[config.mk]
export PLATFORM = sky130hd
export DESIGN_NAME = bcd_addsub_serial_flat
export DESIGN_NICKNAME = d
export VERILOG_FILES = /design/src/rtl/bcd_addsub_serial_if.sv /design/src/rtl/bcd_addsub_serial.sv /design/src/flat_wrapper.sv
export SDC_FILE = /design/constraint.sdc
export NUM_CORES = 1
export LEC_CHECK = 0
export CAP_MARGIN = 25
export CORE_MARGIN = 2
export CORE_UTILIZATION = 52
export CTS_CLUSTER_SIZE = 12
export DETAILED_ROUTE_END_ITERATION = 7
export HOLD_SLACK_MARGIN = 0.12
export PLACE_DENSITY = 0.77
export REMOVE_ABC_BUFFERS = 1
export SKIP_CTS_REPAIR_TIMING = 1
export SLEW_MARGIN = 30
export SYNTH_ARGS = -nofsm -noshare
export SYNTH_HDL_FRONTEND = slang
export SYNTH_SLANG_ARGS = --single-unit
[constraint.sdc]
create_clock -name clk -period 4.5 [get_ports clk]
set_input_delay 0.45 -clock clk [delete_from_list [all_inputs] [get_ports clk]]
set_output_delay 0.45 -clock clk [all_outputs]
set_load 0.005 [all_outputs]
[src/rtl/bcd_addsub_serial_if.sv]
// Start/done handshake and operand/result bus of the digit-serial BCD add/sub unit.
// Requester drives start/mode/cin/a/b; the unit drives busy/done/result/flags.
interface bcd_addsub_serial_if #(
   parameter int DIGITS = 2
);
   logic                  start;
   logic                  mode;
   logic                  cin;
   logic [4*DIGITS-1:0]   a;
   logic [4*DIGITS-1:0]   b;
   logic                  busy;
   logic                  done;
   logic [4*DIGITS-1:0]   result;
   logic                  cout;
   logic                  neg;
   logic                  err;

   modport master (
      output start, mode, cin, a, b,
      input  busy, done, result, cout, neg, err
   );

   modport slave (
      input  start, mode, cin, a, b,
      output busy, done, result, cout, neg, err
   );
endinterface

[src/rtl/bcd_addsub_serial.sv]
// Digit-serial N-digit packed-BCD adder/subtractor: one digit per clock, LSD first,
// one shared digit adder; negative differences get a recomplement (FIX) pass.
module bcd_addsub_serial #(
   parameter int DIGITS = 2
) (
   input  logic                 clk,
   input  logic                 rst,
   bcd_addsub_serial_if.slave   bus,
   output logic [1:0]           dbg_state
);
   localparam int W  = 4 * DIGITS;
   localparam int IW = (DIGITS > 1) ? $clog2(DIGITS) : 1;
   localparam logic [IW-1:0] LAST = IW'(DIGITS - 1);

   typedef enum logic [1:0] {
      IDLE = 2'd0,
      ADD  = 2'd1,
      FIX  = 2'd2,
      DONE = 2'd3
   } state_t;

   state_t          state;
   logic [W-1:0]    a_r, b_r, res_r;
   logic            mode_r, carry, cout_r, neg_r, err_r;
   logic [IW-1:0]   idx;

   logic [IW+1:0]   sh;
   logic [3:0]      a_dig, b_dig, r_dig, x, y, dig;
   logic [4:0]      s;
   logic            c_out;
   logic            bad_in;
   logic [W-1:0]    res_next;

   // Shared digit adder: ADD sums a_i with b_i (or 9-b_i); FIX forms (9-r_i)+carry.
   always_comb begin
      sh    = {idx, 2'b00};
      a_dig = 4'(a_r >> sh);
      b_dig = 4'(b_r >> sh);
      r_dig = 4'(res_r >> sh);
      x     = (state == FIX) ? (4'd9 - r_dig) : a_dig;
      y     = (state == FIX) ? 4'd0 : (mode_r ? (4'd9 - b_dig) : b_dig);
      s     = {1'b0, x} + {1'b0, y} + {4'b0000, carry};
      c_out = (s > 5'd9);
      dig   = c_out ? 4'(s + 5'd6) : s[3:0];
      res_next = (res_r & ~(W'(4'hf) << sh)) | (W'(dig) << sh);
   end

   always_comb begin
      bad_in = 1'b0;
      for (int i = 0; i < DIGITS; i++) begin
         if (bus.a[i*4 +: 4] > 4'd9) bad_in = 1'b1;
         if (bus.b[i*4 +: 4] > 4'd9) bad_in = 1'b1;
      end
   end

   always_ff @(posedge clk) begin
      if (rst) begin
         state  <= IDLE;
         a_r    <= '0;
         b_r    <= '0;
         res_r  <= '0;
         mode_r <= 1'b0;
         carry  <= 1'b0;
         cout_r <= 1'b0;
         neg_r  <= 1'b0;
         err_r  <= 1'b0;
         idx    <= '0;
      end else begin
         case (state)
            IDLE: begin
               if (bus.start) begin
                  a_r    <= bus.a;
                  b_r    <= bus.b;
                  mode_r <= bus.mode;
                  carry  <= bus.mode ? 1'b1 : bus.cin;
                  idx    <= '0;
                  res_r  <= '0;
                  cout_r <= 1'b0;
                  neg_r  <= 1'b0;
                  err_r  <= bad_in;
                  state  <= ADD;
               end
            end
            ADD: begin
               // A rejected operand spends one ADD cycle idle so the error path has fixed latency.
               if (err_r) begin
                  state <= DONE;
               end else begin
                  res_r <= res_next;
                  carry <= c_out;
                  if (idx == LAST) begin
                     idx <= '0;
                     if (mode_r && !c_out) begin
                        neg_r <= 1'b1;
                        carry <= 1'b1;
                        state <= FIX;
                     end else begin
                        cout_r <= !mode_r && c_out;
                        state  <= DONE;
                     end
                  end else begin
                     idx <= idx + IW'(1);
                  end
               end
            end
            FIX: begin
               res_r <= res_next;
               carry <= c_out;
               if (idx == LAST) begin
                  idx   <= '0;
                  state <= DONE;
               end else begin
                  idx <= idx + IW'(1);
               end
            end
            DONE: state <= IDLE;
            default: state <= IDLE;
         endcase
      end
   end

   assign bus.busy   = (state != IDLE);
   assign bus.done   = (state == DONE);
   assign bus.result = res_r;
   assign bus.cout   = cout_r;
   assign bus.neg    = neg_r;
   assign bus.err    = err_r;
   assign dbg_state  = state;
endmodule

[src/flat_wrapper.sv]
// flat-port wrapper written by rule: the top's interface ports become plain ports
module bcd_addsub_serial_flat 
#(
   parameter int DIGITS = 2
)
  (clk, rst, dbg_state, bus_start, bus_mode, bus_cin, bus_a, bus_b, bus_busy, bus_done, bus_result, bus_cout, bus_neg, bus_err);
  bcd_addsub_serial_if #(.DIGITS(DIGITS)) bus_i ();
  input  logic clk;
  input  logic rst;
  output logic [1:0] dbg_state;
  input wire logic [$bits(bus_i.start)-1:0] bus_start;
  input wire logic [$bits(bus_i.mode)-1:0] bus_mode;
  input wire logic [$bits(bus_i.cin)-1:0] bus_cin;
  input wire logic [$bits(bus_i.a)-1:0] bus_a;
  input wire logic [$bits(bus_i.b)-1:0] bus_b;
  output wire logic [$bits(bus_i.busy)-1:0] bus_busy;
  output wire logic [$bits(bus_i.done)-1:0] bus_done;
  output wire logic [$bits(bus_i.result)-1:0] bus_result;
  output wire logic [$bits(bus_i.cout)-1:0] bus_cout;
  output wire logic [$bits(bus_i.neg)-1:0] bus_neg;
  output wire logic [$bits(bus_i.err)-1:0] bus_err;
  assign bus_i.start = bus_start;
  assign bus_i.mode = bus_mode;
  assign bus_i.cin = bus_cin;
  assign bus_i.a = bus_a;
  assign bus_i.b = bus_b;
  assign bus_busy = bus_i.busy;
  assign bus_done = bus_i.done;
  assign bus_result = bus_i.result;
  assign bus_cout = bus_i.cout;
  assign bus_neg = bus_i.neg;
  assign bus_err = bus_i.err;
  bcd_addsub_serial #(.DIGITS(DIGITS)) u_core (.clk(clk), .rst(rst), .bus(bus_i), .dbg_state(dbg_state));
endmodule
After elaboration in Yosys (flattened, before gate mapping)
Index checks and enable logic that the tools add are counted.
{"block": "op_classes", "n_addsub": 6, "n_lt_le_gt_ge": 5, "n_eq_ne": 10, "shift": 5, "mux": 35, "bitwise_logic": 3, "n_reduce_logical": 13}
{"cell": "8-bit one-hot mux with 3 select lines", "count": 1}
{"cell": "8-bit by 3-bit >> shifter with 4-bit output", "count": 3}
{"cell": "1-bit two-way mux", "count": 19}
{"cell": "4-bit greater-than comparator (second input constant)", "count": 4}
{"cell": "4-bit two-way mux", "count": 4}
{"cell": "8-bit two-way mux", "count": 2}
{"cell": "5-bit AND reduction", "count": 2}
{"cell": "8-bit AND", "count": 1}
{"cell": "2-bit two-way mux", "count": 4}
{"cell": "8-bit NOT", "count": 1}
{"cell": "8-bit bitwise OR", "count": 1}
{"cell": "2-bit one-hot mux with 4 select lines", "count": 1}
{"cell": "4-bit by 3-bit left shift with 8-bit output", "count": 1}
{"cell": "4-bit by 3-bit left shift with 8-bit output (first input constant)", "count": 1}
{"cell": "4-bit subtractor (first input constant)", "count": 2}
{"cell": "2-bit by 1-bit != test with 1-bit output (second input constant)", "count": 3}
{"cell": "2-bit != test (second input constant)", "count": 3}
{"cell": "1-bit one-hot mux with 3 select lines", "count": 2}
{"cell": "3-bit AND reduction", "count": 2}
{"cell": "4-bit by 4-bit adder with 5-bit output", "count": 1}
{"cell": "5-bit by 1-bit adder with 5-bit output", "count": 1}
{"cell": "5-bit by 4-bit greater-than comparator with 1-bit output (second input constant)", "count": 1}
{"cell": "4-bit by 3-bit adder with 4-bit output (second input constant)", "count": 1}
{"cell": "2-bit == test (second input constant)", "count": 2}
{"cell": "other kinds (10)", "count": 14}
{"block": "word_totals", "regBits": 32, "inputBits": 21, "output_inout_bits": 15}

Depth between registers and ports, before layout
Gate-level depths: netlist (run 1).
{"block": "logic_depth", "ltp_word": 13, "ltp_mapped": 14}

Least setup slack after synthesis (run 1)
OpenSTA, ideal clock, no wires.
{"block": "synth_path", "path_type": "reg2reg", "from": "register u_core.idx", "to": "register u_core.res_r[1] (netlist: u_core.bus.result[1])", "setup_time_ps": 132, "arrival_time_ps": 2964, "slack_ps": 1404, "path_stages_with_launch": 13, "n_path_buf": 2, "path_cell_list": "dfxtp_1 clkbuf_1 buf_1 mux2i_1 ha_1 a21oi_1 nor2_1 ha_1 a21o_2 a21oi_1 nor2_1 o311ai_0 a21oi_1"}
{"block": "synth_via", "elab_chain_len": 12}
{"element": "start: declaration", "line_no": "bcd_addsub_serial.sv:25", "source": "logic [IW-1:0] idx;"}
{"element": "start signal: assignment", "line_no": "bcd_addsub_serial.sv:102", "source": "idx <= idx + IW'(1);"}
{"element": "start signal: assignment", "line_no": "bcd_addsub_serial.sv:113", "source": "idx <= idx + IW'(1);"}
{"element": "8-bit by 3-bit >> shifter with 4-bit output", "line_no": "bcd_addsub_serial.sv:38", "source": "b_dig = 4'(b_r >> sh);"}
{"element": "4-bit subtractor", "line_no": "bcd_addsub_serial.sv:41", "source": "y = (state == FIX) ? 4'd0 : (mode_r ? (4'd9 - b_dig) : b_dig);"}
{"element": "4-bit two-way mux (2 in series)", "line_no": "bcd_addsub_serial.sv:41"}
{"element": "4-bit by 4-bit adder with 5-bit output", "line_no": "bcd_addsub_serial.sv:42", "source": "s = {1'b0, x} + {1'b0, y} + {4'b0000, carry};"}
{"element": "5-bit by 1-bit adder with 5-bit output", "line_no": "bcd_addsub_serial.sv:42"}
{"element": "4-bit by 3-bit adder with 4-bit output / 5-bit by 4-bit greater-than comparator with 1-bit output (equally long branches)", "line_no": "bcd_addsub_serial.sv:44, bcd_addsub_serial.sv:43"}
{"element": "4-bit two-way mux", "line_no": "bcd_addsub_serial.sv:44", "source": "dig = c_out ? 4'(s + 5'd6) : s[3:0];"}
{"element": "4-bit by 3-bit left shift with 8-bit output", "line_no": "bcd_addsub_serial.sv:45", "source": "res_next = (res_r & ~(W'(4'hf) << sh)) | (W'(dig) << sh);"}
{"element": "8-bit bitwise OR *", "line_no": "bcd_addsub_serial.sv:45"}
{"element": "8-bit two-way mux", "line_no": "bcd_addsub_serial.sv:86", "source": "if (err_r) begin"}
{"element": "8-bit one-hot mux with 3 select lines *", "line_no": "bcd_addsub_serial.sv:69", "source": "case (state)"}
{"element": "end signal: assignment", "line_no": "bcd_addsub_serial.sv:89", "source": "res_r <= res_next;"}
{"element": "end signal: assignment", "line_no": "bcd_addsub_serial.sv:107", "source": "res_r <= res_next;"}
{"element": "end: declaration", "line_no": "bcd_addsub_serial.sv:23", "source": "logic [W-1:0] a_r, b_r, res_r;"}
Every way passes the cells marked *; elsewhere a longest branch is shown, timed or not. The select of a mux whose other input is x is not followed.
A chain may end at the register's enable or synchronous reset.

Worst setup path after layout (run 1)
{"block": "layout_path", "from": "register u_core.state[0] (netlist: u_core.dbg_state[0])", "to": "register u_core.res_r[2] (netlist: u_core.bus.result[2])"}
{"block": "layout_via", "elab_chain_len": 10}
{"element": "start: declaration", "line_no": "bcd_addsub_serial.sv:22", "source": "state_t state;"}
{"element": "start signal: assignment", "line_no": "bcd_addsub_serial.sv:58", "source": "state <= IDLE;"}
{"element": "start signal: assignment", "line_no": "bcd_addsub_serial.sv:81", "source": "state <= ADD;"}
{"element": "start signal: assignment", "line_no": "bcd_addsub_serial.sv:87", "source": "state <= DONE;"}
{"element": "2-bit == test", "line_no": "bcd_addsub_serial.sv:40, bcd_addsub_serial.sv:41, bcd_addsub_serial.sv:69"}
{"element": "4-bit two-way mux (on tied branches)", "line_no": "bcd_addsub_serial.sv:40, bcd_addsub_serial.sv:41"}
{"element": "4-bit by 4-bit adder with 5-bit output", "line_no": "bcd_addsub_serial.sv:42"}
{"element": "5-bit by 1-bit adder with 5-bit output", "line_no": "bcd_addsub_serial.sv:42"}
{"element": "4-bit by 3-bit adder with 4-bit output / 5-bit by 4-bit greater-than comparator with 1-bit output (equally long branches)", "line_no": "bcd_addsub_serial.sv:44, bcd_addsub_serial.sv:43"}
{"element": "4-bit two-way mux", "line_no": "bcd_addsub_serial.sv:44"}
{"element": "4-bit by 3-bit left shift with 8-bit output", "line_no": "bcd_addsub_serial.sv:45"}
{"element": "8-bit bitwise OR", "line_no": "bcd_addsub_serial.sv:45"}
{"element": "8-bit two-way mux", "line_no": "bcd_addsub_serial.sv:86"}
{"element": "8-bit one-hot mux with 3 select lines", "line_no": "bcd_addsub_serial.sv:69"}
Several ways; a longest one is shown, not always the timed one. The select of a mux whose other input is x is not followed.

==> results of run 1 <==
## cells in the final DEF, fill, tap and decap left out, drive strengths merged, types with 4 or more instances in the layout
cell            n
ha             11
clkdlybuf4s50  35
nand2b          4
a21oi          29
mux2i          10
nor3            6
clkbuf          7
dfxtp          32
xnor2           4
nand2          48
o211ai          4
inv            11
o21ai          16
nor2           16
## tightest hold or removal path, cell delays in order (launching register included)
cell and delay [ns]:
dfxtp_1 0.31, nand2_1 0.05, a21oi_1 0.05
## worst max path at each step
stage / from / endpoint / depth (start not counted)
2_1_floorplan: u_core.idx$_SDFFE_PP0P_ / u_core.bus.result[2]$_SDFFE_PP0P_ / 11
3_3_place_gp: u_core.idx$_SDFFE_PP0P_ / u_core.bus.result[2]$_SDFFE_PP0P_ / 11
3_5_place_dp: u_core.idx$_SDFFE_PP0P_ / u_core.bus.result[2]$_SDFFE_PP0P_ / 11
4_1_cts: u_core.idx$_SDFFE_PP0P_ / u_core.bus.result[2]$_SDFFE_PP0P_ / 11
5_1_grt: u_core.dbg_state[0]$_SDFFE_PP0P_ / u_core.bus.result[2]$_SDFFE_PP0P_ / 13
6_report: u_core.dbg_state[0]$_SDFFE_PP0P_ / u_core.bus.result[2]$_SDFFE_PP0P_ / 13
## registers in the layout (all words and copies together), names as in the netlist, 2 cells and up
register	count
u_core.a_r	8
u_core.bus.result	8
u_core.dbg_state	2
u_core.b_r	8
## cells in the mapped netlist (2+ instances only)
library cell  number  area share
nand2_1           48       0.093
xor2_1             2      0.0090
xnor2_1            4       0.018
nand2b_1           3      0.0097
and2_1             3      0.0097
a22oi_1            2      0.0077
nor3_1             6       0.015
o21ai_0           16       0.041
o21a_1             2      0.0077
a21oi_1           28       0.072
fa_1               2       0.021
a211oi_1           2      0.0077
mux2i_1           10       0.052
inv_1             11       0.021
nand3_1            3      0.0077
o311ai_0           2      0.0090
dfxtp_1           32        0.33
nor2_1            16       0.031
clkbuf_1          11       0.021
o31ai_1            3       0.012
o211ai_1           4       0.015
buf_1              3      0.0058
a31oi_1            3      0.0097
nor2b_1            3      0.0097
ha_1              11       0.071
## per-layer routing
layer | global-route usage | wire (um) | up-vias
met5 | 0 | 0 | -
met4 | 0.06250 | 46 | 0
met3 | 0.06250 | 143 | 6
met2 | 0.3647 | 1958 | 34
met1 | 0.2738 | 2038 | 829
li1 | - | - | 908
## cell type report
class	instances	area, sq um
clock buffers	7	96.34
fillers	356	1242
inverters	12	45.04
multi-input cells	188	1190
flip-flops and latches	32	641.9
well taps	48	60.06
repair buffers	36	357.8
## cell families (layout without fill, tap and decap cells)
group / Yosys count / count (layout) / synth area share
DFF: 32 / 32 / 0.3305
and+or+nand+nor: 86 / 86 / 0.1937
buffers and inverters: 28 / 55 / 0.05551
muxes: 12 / 12 / 0.06908
xor gates and xnor gates: 6 / 6 / 0.02711
adders and majority gates: 13 / 13 / 0.09167
AOI/OAI and AO/OA: 71 / 71 / 0.2324
## metrics by stage
step | total power [mW] | instance area (sq um)
global placement | 1.271 | 2293
detailed placement | 1.287 | 2293
finish | 1.527 | 2391
floorplan | 1.049 | 1876
global route | 1.659 | 2391
CTS | 1.525 | 2390
## power by group
| group | total [mW] | internal (mW) | switching, mW |
|---|---|---|---|
| clock | 0.236 | 0.136 | 0.100 |
| sequential | 0.421 | 0.345 | 0.0758 |
| combinational | 0.870 | 0.369 | 0.501 |
| total | 1.53 | 0.850 | 0.677 |
==> impl_metrics.toml, run 1 <==
[clock_tree]
cts_max_path_buffers = 2
clockRootBuffer = "clkbuf_8"
htree_levels = 2
cts.sinks = 32
cts_tree = "built"
clkTransAtPathRegs_ns = 0.07
clock_latency_ns = 0.28
cts_made_buffers = 5

[layout]
nets = 309
drive_above_1_share = 0.05455
area_growth_pct = 23.37
antennaDiodeCount = 0
final_util = 0.6581
fin_cells = 323

[synth]
ys_seq_elements = 32
syn_avg_cell_area_sq_um = 7.815
synthCells = 248
synth_flop_cell = "dfxtp_1"
ys_async_sr_fraction = 0
ys_seq_area_frac = 0.3305
synth_area_sq_um = 1938
yosys_warnings = 0
synth_enable_flop_cells = 0
ys_types = 43

[worst_setup_path]
cp_top_family = "adder cells"
slowest_delay_ns = 0.47
reg2reg_to = "u_core.bus.result[2]$_SDFFE_PP0P_"
startpoint_type = "flip-flop"
worst-path-buf-inv = 4
worstRegToRegCells = 13
cp.required_ns = 4.67
r2r_start = "u_core.dbg_state[0]$_SDFFE_PP0P_"
cp_slowest_cell = "ha_1"
path_cells = "inv_1 > ha_1 > mux4_2 > fa_1 > inv_1 > fa_1 > xor2_1 > inv_1 > ha_1 > inv_1 > o21a_1 > o21ai_0 > o21ai_0"
ff2ff_setup_slack_ns = 1.13
critPathKind = "flip-flop to flip-flop"
end_kind = "flip-flop"
worst_path_most_repeated_cell = "inv_1"
arrival_ns = 3.54
crit_path_max_fanout = 14

[global_routing]
track_usage = 0.2182
grt_overflow_total = 0
antenna_found_initial = 0
grt_max_degree = 33
grt_pass1_wl_mm = 7.148
grt_pass1_vias = 1599

[routing]
antenna_left = 0
num_vias = 1777
drtIter0Drc = 76
routed_wl_mm = 4.187
wire_per_inst_um = 12.96
viasPerCell = 5.502
drc = 0
dr.pass1.iters = 4

[sta]
max_freq_mhz = 296.6
min_period_ns = 3.371
slew_headroom = 0.5494
maxSlewViolCount = 0
tightestPinTransition_ns = 0.6743
tns_ns = 0
fin_skew_ns = 0.006082
timing.hold.ws_ns = 0.4548
setup-violations-final = 0
rsz0062_at_grt = "no"
final.setup.worst_slack_ns = 1.129
finalHoldViolCount = 0
finalCritPeriodShare = 0.7491

[power]
power_density_nw_per_um2 = 638.6
ir_drop_uv = 327.8
p_leak_nw = 0.9064

[run]
maxCapViolCount = 0

[min_path]
min_to = "u_core.a_r[1]$_SDFFE_PP0P_"
min_path_cells = 2
hold_class = "flip-flop to flip-flop"
hp-start = "u_core.a_r[1]$_SDFFE_PP0P_"

[placement]
post-place-ws_ns = 0.9028
port_buffers = 35
globalplace.congestion = 0.8134
numPlacedInstances = 316
dp_hpwl_mm = 3.024

[floorplan]
die-area_sq_um = 4232
std_cell_rows = 22
die_h_um = 65.05
coreArea_sq_um = 3633
dieWidth_um = 65.05
start_util = 0.5334
ios = 36

[run_status]
status = "complete, no violations"
No activity file was read; power rests on OpenSTA's default activity.
==> run 2, diff against run 1 <==
Settings changed: CORE_UTILIZATION 52 to 47, PLACE_DENSITY 0.77 to 0.73.
Clock period 4.5 ns to 3 ns, I/O delays scaled along.
==> impl_metrics.toml, run 2 (synthesis results as in run 1) <==
[layout]
final_common_cell = "nand2_1"
design_area_sq_um = 2522
nets = 318
fin_cells = 335
final_util = 0.6352
area_growth_pct = 30.15
antennaDiodeCount = 0
drive_above_1_share = 0.1193
layout_common_cells = "48 x nand2_1, 35 x clkdlybuf4s50_1, 31 x dfxtp_1"

[routing]
wire_per_inst_um = 13.26
drtIter0Drc = 89
viasPerCell = 5.463
antenna_left = 0
dr.pass1.iters = 5
drc = 0
routed_wl_mm = 4.443
num_vias = 1830

[sta]
timing.hold.ws_ns = 0.4571
tns_ns = 0
tightestPinTransition_ns = 0.6819
finalCritPeriodShare = 0.9541
final.setup.worst_slack_ns = 0.1376
maxSlewViolCount = 0
fin_skew_ns = 0.01015
min_period_ns = 2.862
slew_headroom = 0.5443
finalHoldViolCount = 0
max_freq_mhz = 349.4
setup-violations-final = 0

[worst_setup_path]
cp-startpoint = "u_core.dbg_state[0]$_SDFFE_PP0P_"
critPathKind = "flip-flop to flip-flop"
reg2reg_to = "u_core.bus.result[2]$_SDFFE_PP0P_"
end_kind = "flip-flop"
r2r_start = "u_core.dbg_state[0]$_SDFFE_PP0P_"
crit_path_max_fanout = 13
arrival_ns = 3.03
startpoint_type = "flip-flop"
crit_end = "u_core.bus.result[2]$_SDFFE_PP0P_"
worstRegToRegCells = 14
ff2ff_setup_slack_ns = 0.14
cp.required_ns = 3.17

[floorplan]
start_util = 0.4880
coreArea_sq_um = 3971
std_cell_rows = 23
ios = 36
dieWidth_um = 68.22
die-area_sq_um = 4653
die_h_um = 68.22

[clock_tree]
clockRootBuffer = "clkbuf_8"
clkTransAtPathRegs_ns = 0.07
cts_max_path_buffers = 2
cts_tree = "built"
clock_latency_ns = 0.29
htree_levels = 2
cts_made_buffers = 5
cts.sinks = 32

[run]
maxCapViolCount = 0

[power]
power.internal_mw = 1.378
p_leak_nw = 0.9594
combPwrFrac = 0.620
switchingPower_mw = 1.096
power_density_nw_per_um2 = 980.7
ir_drop_uv = 408.0
swShare = 0.4429
total_power_mw = 2.474
clkPwrFrac = 0.142
seq_power_share = 0.237

[placement]
port_buffers = 35
dp_hpwl_mm = 3.288
globalplace.congestion = 0.9485
numPlacedInstances = 326
placedInstanceArea_sq_um = 2369
post-place-ws_ns = -0.05420

[global_routing]
grt_overflow_total = 0
grt_pass1_vias = 1624
antenna_found_initial = 0
track_usage = 0.2140
grt_max_degree = 32
grt_pass1_wl_mm = 7.431

[min_path]
hold_class = "flip-flop to flip-flop"

[run_status]
status = "complete, no violations"
run 2: area by class of cell:
| cell class | count | area [sq um] |
|---|---|---|
| multi-input combinational | 188 | 1232 |
| clock inverter | 2 | 10.01 |
| fill | 348 | 1449 |
| sequential | 32 | 644.4 |
| tap | 50 | 62.56 |
| timing repair buffer | 45 | 445.4 |
| clock buffer | 6 | 82.58 |
| inverter | 12 | 45.04 |
run 2: critical path: stages, from the launching register on:
cell and delay (ns):
dfxtp_1 0.32, inv_1 0.05, ha_1 0.24, buf_6 0.17
nand2b_1 0.17, fa_2 0.40, inv_2 0.08, fa_2 0.23
xor2_2 0.18, inv_1 0.09, ha_1 0.30, inv_1 0.06
o21a_1 0.18, o21ai_1 0.17, o21ai_0 0.10
run 2: layer usage:
layer | global-route usage | wire length [um] | up-vias
met4 | 0.08250 | 53 | 0
li1 | - | - | 931
met5 | 0 | 0 | -
met1 | 0.2680 | 2074 | 848
met2 | 0.3507 | 2121 | 45
met3 | 0.05592 | 194 | 6
run 2: worst min-delay path by stage:
stage	start	end	slack (ns)	cells past startpoint
after global routing	u_core.b_r[7]$_SDFFE_PP0P_	u_core.b_r[7]$_SDFFE_PP0P_	0.48	2
after CTS	u_core.b_r[6]$_SDFFE_PP0P_	u_core.b_r[6]$_SDFFE_PP0P_	0.46	2
final	u_core.b_r[7]$_SDFFE_PP0P_	u_core.b_r[7]$_SDFFE_PP0P_	0.46	2
after floorplan	rst	u_core.a_r[0]$_SDFFE_PP0P_	0.37	1
after global placement	u_core.b_r[6]$_SDFFE_PP0P_	u_core.b_r[6]$_SDFFE_PP0P_	0.44	2
after detailed placement	u_core.b_r[6]$_SDFFE_PP0P_	u_core.b_r[6]$_SDFFE_PP0P_	0.45	2
run 2: power by group through the flow:
stage          clock network (mW)  registers, mW  logic [mW]
4_1_cts                     0.354          0.580        1.44
3_3_place_gp                    0          0.585        1.40
2_1_floorplan                   0          0.617       0.956
6_report                    0.352          0.587        1.53
5_1_grt                     0.377          0.600        1.70
3_5_place_dp                    0          0.588        1.43
